**src/rtl/shifter_share_ctrl.sv**
```systemverilog
// shifter_share_ctrl: sequencing controller and 2-way round-robin arbiter for
// one shared combinational 32-bit shifter.
//
// Ports:
//   Clk, Rst                         clock, asynchronous active-high reset
//   ReqN_Valid/Ready/X/Sa/Op (N=0,1)  command handshakes from two requesters
//                                    (Op: 00 SLL, 01 SRL, 10 SRA, 11 ROR)
//   Sh_X, Sh_Sa, Sh_Arith, Sh_Right  drive the shared shifter
//   Sh_Result                        shifter output (combinational)
//   Res_Valid/Ready/Data/Id          one-entry result register with requester ID
//
// Rotate-right is built from two shifter passes: a logical right shift by Sa,
// then a left shift by (-Sa mod WIDTH), OR-ed together.
module shifter_share_ctrl #(
    parameter int unsigned WIDTH = 32,
    parameter int unsigned SAW   = 5
) (
    input  logic             Clk,
    input  logic             Rst,
    input  logic             Req0_Valid,
    output logic             Req0_Ready,
    input  logic [WIDTH-1:0] Req0_X,
    input  logic [SAW-1:0]   Req0_Sa,
    input  logic [1:0]       Req0_Op,
    input  logic             Req1_Valid,
    output logic             Req1_Ready,
    input  logic [WIDTH-1:0] Req1_X,
    input  logic [SAW-1:0]   Req1_Sa,
    input  logic [1:0]       Req1_Op,
    output logic [WIDTH-1:0] Sh_X,
    output logic [SAW-1:0]   Sh_Sa,
    output logic             Sh_Arith,
    output logic             Sh_Right,
    input  logic [WIDTH-1:0] Sh_Result,
    output logic             Res_Valid,
    input  logic             Res_Ready,
    output logic [WIDTH-1:0] Res_Data,
    output logic             Res_Id
);

    typedef enum logic [1:0] {StIdle, StPass1, StPass2, StDone} state_e;

    localparam logic [1:0] OpSll = 2'b00;
    localparam logic [1:0] OpSrl = 2'b01;
    localparam logic [1:0] OpSra = 2'b10;
    localparam logic [1:0] OpRor = 2'b11;

    state_e           state_q, state_d;
    logic [WIDTH-1:0] op_x_q, op_x_d;
    logic [SAW-1:0]   op_sa_q, op_sa_d;
    logic [1:0]       op_code_q, op_code_d;
    logic             op_id_q, op_id_d;
    logic [WIDTH-1:0] partial_q, partial_d;
    logic             rr_last_q, rr_last_d;
    logic [WIDTH-1:0] res_data_q, res_data_d;
    logic             res_id_q, res_id_d;

    logic gnt_id;
    logic any_valid;

    // Requester 1 wins if it is alone, or if both ask and requester 0 went last.
    assign gnt_id    = Req1_Valid && (!Req0_Valid || !rr_last_q);
    assign any_valid = Req0_Valid || Req1_Valid;

    assign Res_Valid = (state_q == StDone);
    assign Res_Data  = res_data_q;
    assign Res_Id    = res_id_q;

    always_comb begin
        state_d    = state_q;
        op_x_d     = op_x_q;
        op_sa_d    = op_sa_q;
        op_code_d  = op_code_q;
        op_id_d    = op_id_q;
        partial_d  = partial_q;
        rr_last_d  = rr_last_q;
        res_data_d = res_data_q;
        res_id_d   = res_id_q;
        Req0_Ready = 1'b0;
        Req1_Ready = 1'b0;
        Sh_X       = '0;
        Sh_Sa      = '0;
        Sh_Arith   = 1'b0;
        Sh_Right   = 1'b0;

        case (state_q)
            StIdle: begin
                // Ready is gated by Rst so it stays low throughout reset.
                if (any_valid && !Rst) begin
                    Req0_Ready = !gnt_id;
                    Req1_Ready = gnt_id;
                    op_x_d     = gnt_id ? Req1_X  : Req0_X;
                    op_sa_d    = gnt_id ? Req1_Sa : Req0_Sa;
                    op_code_d  = gnt_id ? Req1_Op : Req0_Op;
                    op_id_d    = gnt_id;
                    rr_last_d  = gnt_id;
                    state_d    = StPass1;
                end
            end
            StPass1: begin
                Sh_X  = op_x_q;
                Sh_Sa = op_sa_q;
                case (op_code_q)
                    OpSrl:   Sh_Right = 1'b1;
                    OpSra: begin
                        Sh_Right = 1'b1;
                        Sh_Arith = 1'b1;
                    end
                    OpRor:   Sh_Right = 1'b1;
                    default: ;
                endcase
                if (op_code_q == OpRor && op_sa_q != '0) begin
                    partial_d = Sh_Result;
                    state_d   = StPass2;
                end else begin
                    // Rotate by zero is the operand itself; skip the second pass.
                    res_data_d = (op_code_q == OpRor) ? op_x_q : Sh_Result;
                    res_id_d   = op_id_q;
                    state_d    = StDone;
                end
            end
            StPass2: begin
                Sh_X       = op_x_q;
                Sh_Sa      = -op_sa_q;
                res_data_d = Sh_Result | partial_q;
                res_id_d   = op_id_q;
                state_d    = StDone;
            end
            StDone: begin
                if (Res_Ready) begin
                    state_d = StIdle;
                end
            end
            default: state_d = StIdle;
        endcase
    end

    always_ff @(posedge Clk or posedge Rst) begin
        if (Rst) begin
            state_q    <= StIdle;
            op_x_q     <= '0;
            op_sa_q    <= '0;
            op_code_q  <= '0;
            op_id_q    <= 1'b0;
            partial_q  <= '0;
            rr_last_q  <= 1'b1;
            res_data_q <= '0;
            res_id_q   <= 1'b0;
        end else begin
            state_q    <= state_d;
            op_x_q     <= op_x_d;
            op_sa_q    <= op_sa_d;
            op_code_q  <= op_code_d;
            op_id_q    <= op_id_d;
            partial_q  <= partial_d;
            rr_last_q  <= rr_last_d;
            res_data_q <= res_data_d;
            res_id_q   <= res_id_d;
        end
    end

endmodule
```
**config.mk**
```make
export PLATFORM = sky130hd
export DESIGN_NAME = shifter_share_ctrl
export DESIGN_NICKNAME = d
export VERILOG_FILES = /design/src/rtl/shifter_share_ctrl.sv
export SDC_FILE = /design/constraint.sdc
export NUM_CORES = 1
export LEC_CHECK = 0
export ABC_AREA = 0
export BUFFER_PORTS_ARGS = -buffer_cell sky130_fd_sc_hd__buf_2
export CAP_MARGIN = 5
export CORE_ASPECT_RATIO = 0.75
export CORE_MARGIN = 10
export CORE_UTILIZATION = 55
export CTS_CLUSTER_DIAMETER = 200
export DETAILED_ROUTE_END_ITERATION = 10
export PLACE_DENSITY_LB_ADDON = 0.3
export SLEW_MARGIN = 20
export SYNTH_ARGS = -nofsm -noshare
export SYNTH_HDL_FRONTEND = slang
export SYNTH_SLANG_ARGS = --single-unit
```
**constraint.sdc**
```tcl
create_clock -name Clk -period 11.1 [get_ports Clk]
set_clock_uncertainty 0.2 [all_clocks]
set_input_delay 2.22 -clock Clk [delete_from_list [all_inputs] [get_ports Clk]]
set_output_delay 2.22 -clock Clk [all_outputs]
set_load 0.1 [all_outputs]
```
Yosys cells after proc, flatten, opt, wreduce, memory -nomap -nowiden
Index checks and enable logic that the tools add are counted.
{ "word_totals": {"register_bits": 108, "latchBits": 0, "mem_bits_rw": 0, "rom_bits": 0, "inputBits": 115, "output_inout_bits": 75, "wordCells": 60, "memories": 0} }
{ "classes": {"addsub": 1, "multipliers": 0, "n_div": 0, "n_lt_le_gt_ge": 0, "n_eq_ne": 9, "shifts": 0, "n_mux": 22, "n_bitwise": 1, "n_reduce_logical": 18} }
{ "op_table": {"columns": ["cell", "count"], "rows": [
  ["2-to-1 mux 32 bit", 4],
  ["one-hot mux 32 bit (2 select lines)", 1],
  ["OR 32 bit", 1],
  ["2-to-1 mux 1 bit", 10],
  ["one-hot mux 5 bit (2 select lines)", 1],
  ["== test 2 bit (second input constant)", 4],
  ["one-hot mux 2 bit (4 select lines)", 1],
  ["AND reduction 2 bit", 4],
  ["2-to-1 mux 2 bit", 3],
  ["2-to-1 mux 5 bit", 1],
  ["negation 5 bit", 1],
  ["nonzero test 5 bit", 1],
  ["== test 2 x 1 -> 1 bit (second input constant)", 2],
  ["logical NOT 1 bit", 4],
  ["inequality test 2 bit (second input constant)", 2],
  ["logical AND 1 bit", 3],
  ["OR reduction 3 bit", 1],
  ["logical NOT 2 bit", 1],
  ["logical OR 1 bit", 2],
  ["inequality test 2 x 1 -> 1 bit (second input constant)", 1],
  ["one-hot mux 1 bit (2 select lines)", 1],
  ["nonzero test 2 bit", 1],
  ["OR reduction 2 bit", 1]
]} }

Depth between registers and ports, before layout
{ "logic_depth": {"depth_word": 6, "ltp_mapped": 9, "mapped_depth_nobuf": 7} }

Worst setup path before layout
No wires, ideal clock.
{ "synth_path": {"path_kind": "input -> output", "startpoint": "in Rst", "endpoint": "out Req1_Ready", "arrival_time_ns": 2.889, "t_required_ns": 8.680, "setup_slack_ns": 5.791, "path_stages": 4, "n_path_buf": 2, "cell_sequence": "nor2b_4 -> and3_4 -> buf_6 -> buf_6"} }
{ "synth_between": {"elab_chain_cells": 4} }
{ "synth_lines": {"columns": ["item", "line", "source"], "rows": [
  ["start, declared", "19", "input logic Rst,"],
  ["logical NOT 1 bit (no source line)", null, null],
  ["logical AND 1 bit", "89", "if (any_valid && !Rst) begin"],
  ["2-to-1 mux 1 bit", "89", null],
  ["2-to-1 mux 1 bit", "86", "case (state_q)"],
  ["end, declared", "26", "output logic Req1_Ready,"]
]} }
No other way between the ends.

Worst setup path in the final report
{ "layout_path": {"startpoint": "in Rst", "endpoint": "out Req0_Ready"} }
{ "layout_between": {"elab_chain_cells": 4} }
{ "layout_lines": {"columns": ["item", "line", "source"], "rows": [
  ["logical NOT 1 bit (no source line)", null, null],
  ["logical AND 1 bit", "89", null],
  ["2-to-1 mux 1 bit", "89", null],
  ["2-to-1 mux 1 bit", "86", null],
  ["end, declared", "21", "output logic Req0_Ready,"]
]} }
No other way between the ends.

==> results_dict.tcl <==
set metrics [dict create \
    rows 31 \
    finalHoldViolCount 0 \
    drv_slew 0 \
    grt_pass1_wl_um 27470 \
    worst_r2r_path_depth 6 \
    syn_area_per_cell_um2 9.643 \
    async_reset_ff_share_pct 100.0 \
    cts_tree "yes" \
    ys_types 42 \
    grt_pass1_vias 5349 \
    die_w_um 136.8 \
    max_freq_mhz 142.6 \
    hpwl_um 11840 \
    r2r_setup_slack_ns 7.56 \
    holdPathStages 2 \
    io_buffers 189 \
    setup_tns_ns 0 \
    wire_per_inst_um 20.36 \
    worstMarginPinSlew_ns 1.097 \
    synthTopCellsByArea "dfrtp_1 48%, a221o_1 6.9%, nand2_1 6.7%, a21boi_0 4.8%, o31ai_1 4.1%" \
    synth.most_common_cell "dfrtp_1" \
    grt_overflow 0 \
    critPathLaunchType "input port" \
    synth_top_area_share_pct 47.54 \
    synth_edf_count 0 \
    crit_start "Rst" \
    arrival_ns 4.59 \
    die_y_um 107.6 \
    detail-route-antenna-nets 0 \
    crit_type "in2out" \
    fill_cells 720 \
    vias_per_cell 5.989 \
    drc 0 \
    cts_root_buf "clkbuf_16" \
    syn_area_um2 5632 \
    setup_viol 0 \
    htreeDepth 3 \
    die_area_um2 14730 \
    path_max_fanout 43 \
    antenna_found_initial 0 \
    ys_ff_latch 108 \
    rsz0062_at_grt "no" \
    initial_core_util_pct 57.39 \
    grt_max_degree 65 \
    ys.flop_type "dfrtp_1" \
    reg2reg_from "state_q[1]" \
    syn_nets 706 \
    cts_sinks 108 \
    drive_gt1_share_pct 29.91 \
    synth_top_area_cell "dfrtp_1" \
    first_pass_iters 7 \
    outcome "complete, no violations" \
    grt_usage_pct 23.24 \
    r2r_end "Res_Id" \
    slew_headroom_pct 26.62 \
    final_nets 857 \
    crit_path_end_kind "output port" \
    clockBufferDepth 2 \
    clk_latency_ns 0.35 \
    hp-class "reg2reg" \
    layout_min_cycle_time_ns 7.012 \
    vias 5216 \
    cts_resized 0 \
    endpoint "Req0_Ready" \
    yosysWarnings 0 \
    pin_count 190 \
    areaGrowthSynthToFinish_pct 21.53 \
    n_antenna_cell 0 \
    syn_inst 584 \
    gp_congestion 0.8252 \
    seq_area_frac_synth_pct 48.01 \
    drt_iter0_drc 427 \
    fin_crit_sh_pct 63.17 \
    cap_viol_max_count 0 \
    ctsHoldBuffers 0 \
    cp_data_required_time_ns 8.68 \
    numCtsBuffers 9 \
    synthTopCellsByCount "107 x dfrtp_1, 100 x nand2_1, 39 x a221o_1" \
    postCtsSetupBuffers 0 \
    clk_pin_slew_ns 0.07 \
    core_area_um2 9813 \
    detail_route.wirelength_um 17730 \
]
-- how the worst min path moves through the flow --
stage | slack (ns) | startpoint | end
after detailed placement | 0.25 | partial_q[3] | partial_q[3]
after global placement | 0.25 | partial_q[12] | partial_q[12]
after floorplan | 0.24 | partial_q[10] | partial_q[10]
after CTS | 0.27 | partial_q[9] | partial_q[9]
final | 0.27 | partial_q[9] | partial_q[9]
after global routing | 0.29 | partial_q[14] | partial_q[14]
-- logic make-up (layout without fill, tap and decap cells) --
group | count (synthesis) | count (layout) | synth area share [%]
simple gates | 216 | 216 | 19.60
compound gates | 188 | 188 | 24.42
flops | 108 | 108 | 48.01
buf+inv | 60 | 215 | 5.532
fa+ha+maj | 7 | 7 | 1.555
mux | 3 | 3 | 0.5776
xor+xnor | 2 | 2 | 0.3111
-- metrics by stage --
stage          cells  cell area [um2]  hold slack (ns)  setup WS [ns]  utilization [%]
3_3_place_gp     856             6501           0.2480          4.171            66.25
4_1_cts          871             6842           0.2709          4.091            69.72
5_1_grt          871             6844           0.2858          3.927            69.74
2_1_floorplan    584             5632           0.2369          5.791                -
6_report         871             6844           0.2704          4.088            69.74
3_5_place_dp     856             6501           0.2533          4.098            66.25
-- flip-flops by register name, indices dropped and copies added, names as in the netlist --
register   count
Res_Data      32
Res_Id         1
op_code_q      2
op_id_q        1
op_sa_q        5
op_x_q        32
partial_q     32
rr_last_q      1
state_q        2
-- worst max-delay path, stage by stage --
cell,delay (ns)
buf_2,0.14
nor2b_4,0.73
and3_2,0.93
buf_2,0.56
-- layer usage --
| metal | vias to the layer above | global-route usage (%) | routed length (um) |
|---|---|---|---|
| li1 | 2387 | - | - |
| met1 | 2542 | 29.47 | 7395 |
| met2 | 272 | 37.49 | 8401 |
| met3 | 15 | 7.789 | 1771 |
| met4 | 0 | 5.706 | 165 |
| met5 | - | 0 | 0 |
-- placed cells by master, fill, tap and decap left out, types with 2 or more instances in the layout --
master     instances
a211oi_1          18
a21boi_0          36
a21oi_1           21
a221o_1           39
a22oi_1            3
and2_1            32
and3_1            16
buf_2            189
buf_4              5
bufinv_16          3
clkbuf_16          9
dfrtp_1          107
ha_1               5
ha_2               2
inv_1              5
mux2_1             2
nand2_1          100
nand2b_1          16
nor2_1            19
nor2b_1            4
nor3b_1           17
o21ai_1           34
o31ai_1           31
-- layout make-up --
class | count | area, um2 | share of cell area (%)
Clock buffer | 11 | 242.7 | 3.547
Clock inverter | 4 | 97.59 | 1.426
Inverter | 6 | 25.02 | 0.3656
Multi-Input combinational cell | 416 | 2626 | 38.37
Sequential cell | 108 | 2704 | 39.51
Tap cell | 132 | 165.2 | 2.413
Timing Repair Buffer | 194 | 983.4 | 14.37
Power is not shown: default switching activity piles up to over one toggle a cycle in this logic, so the estimate is an artifact.
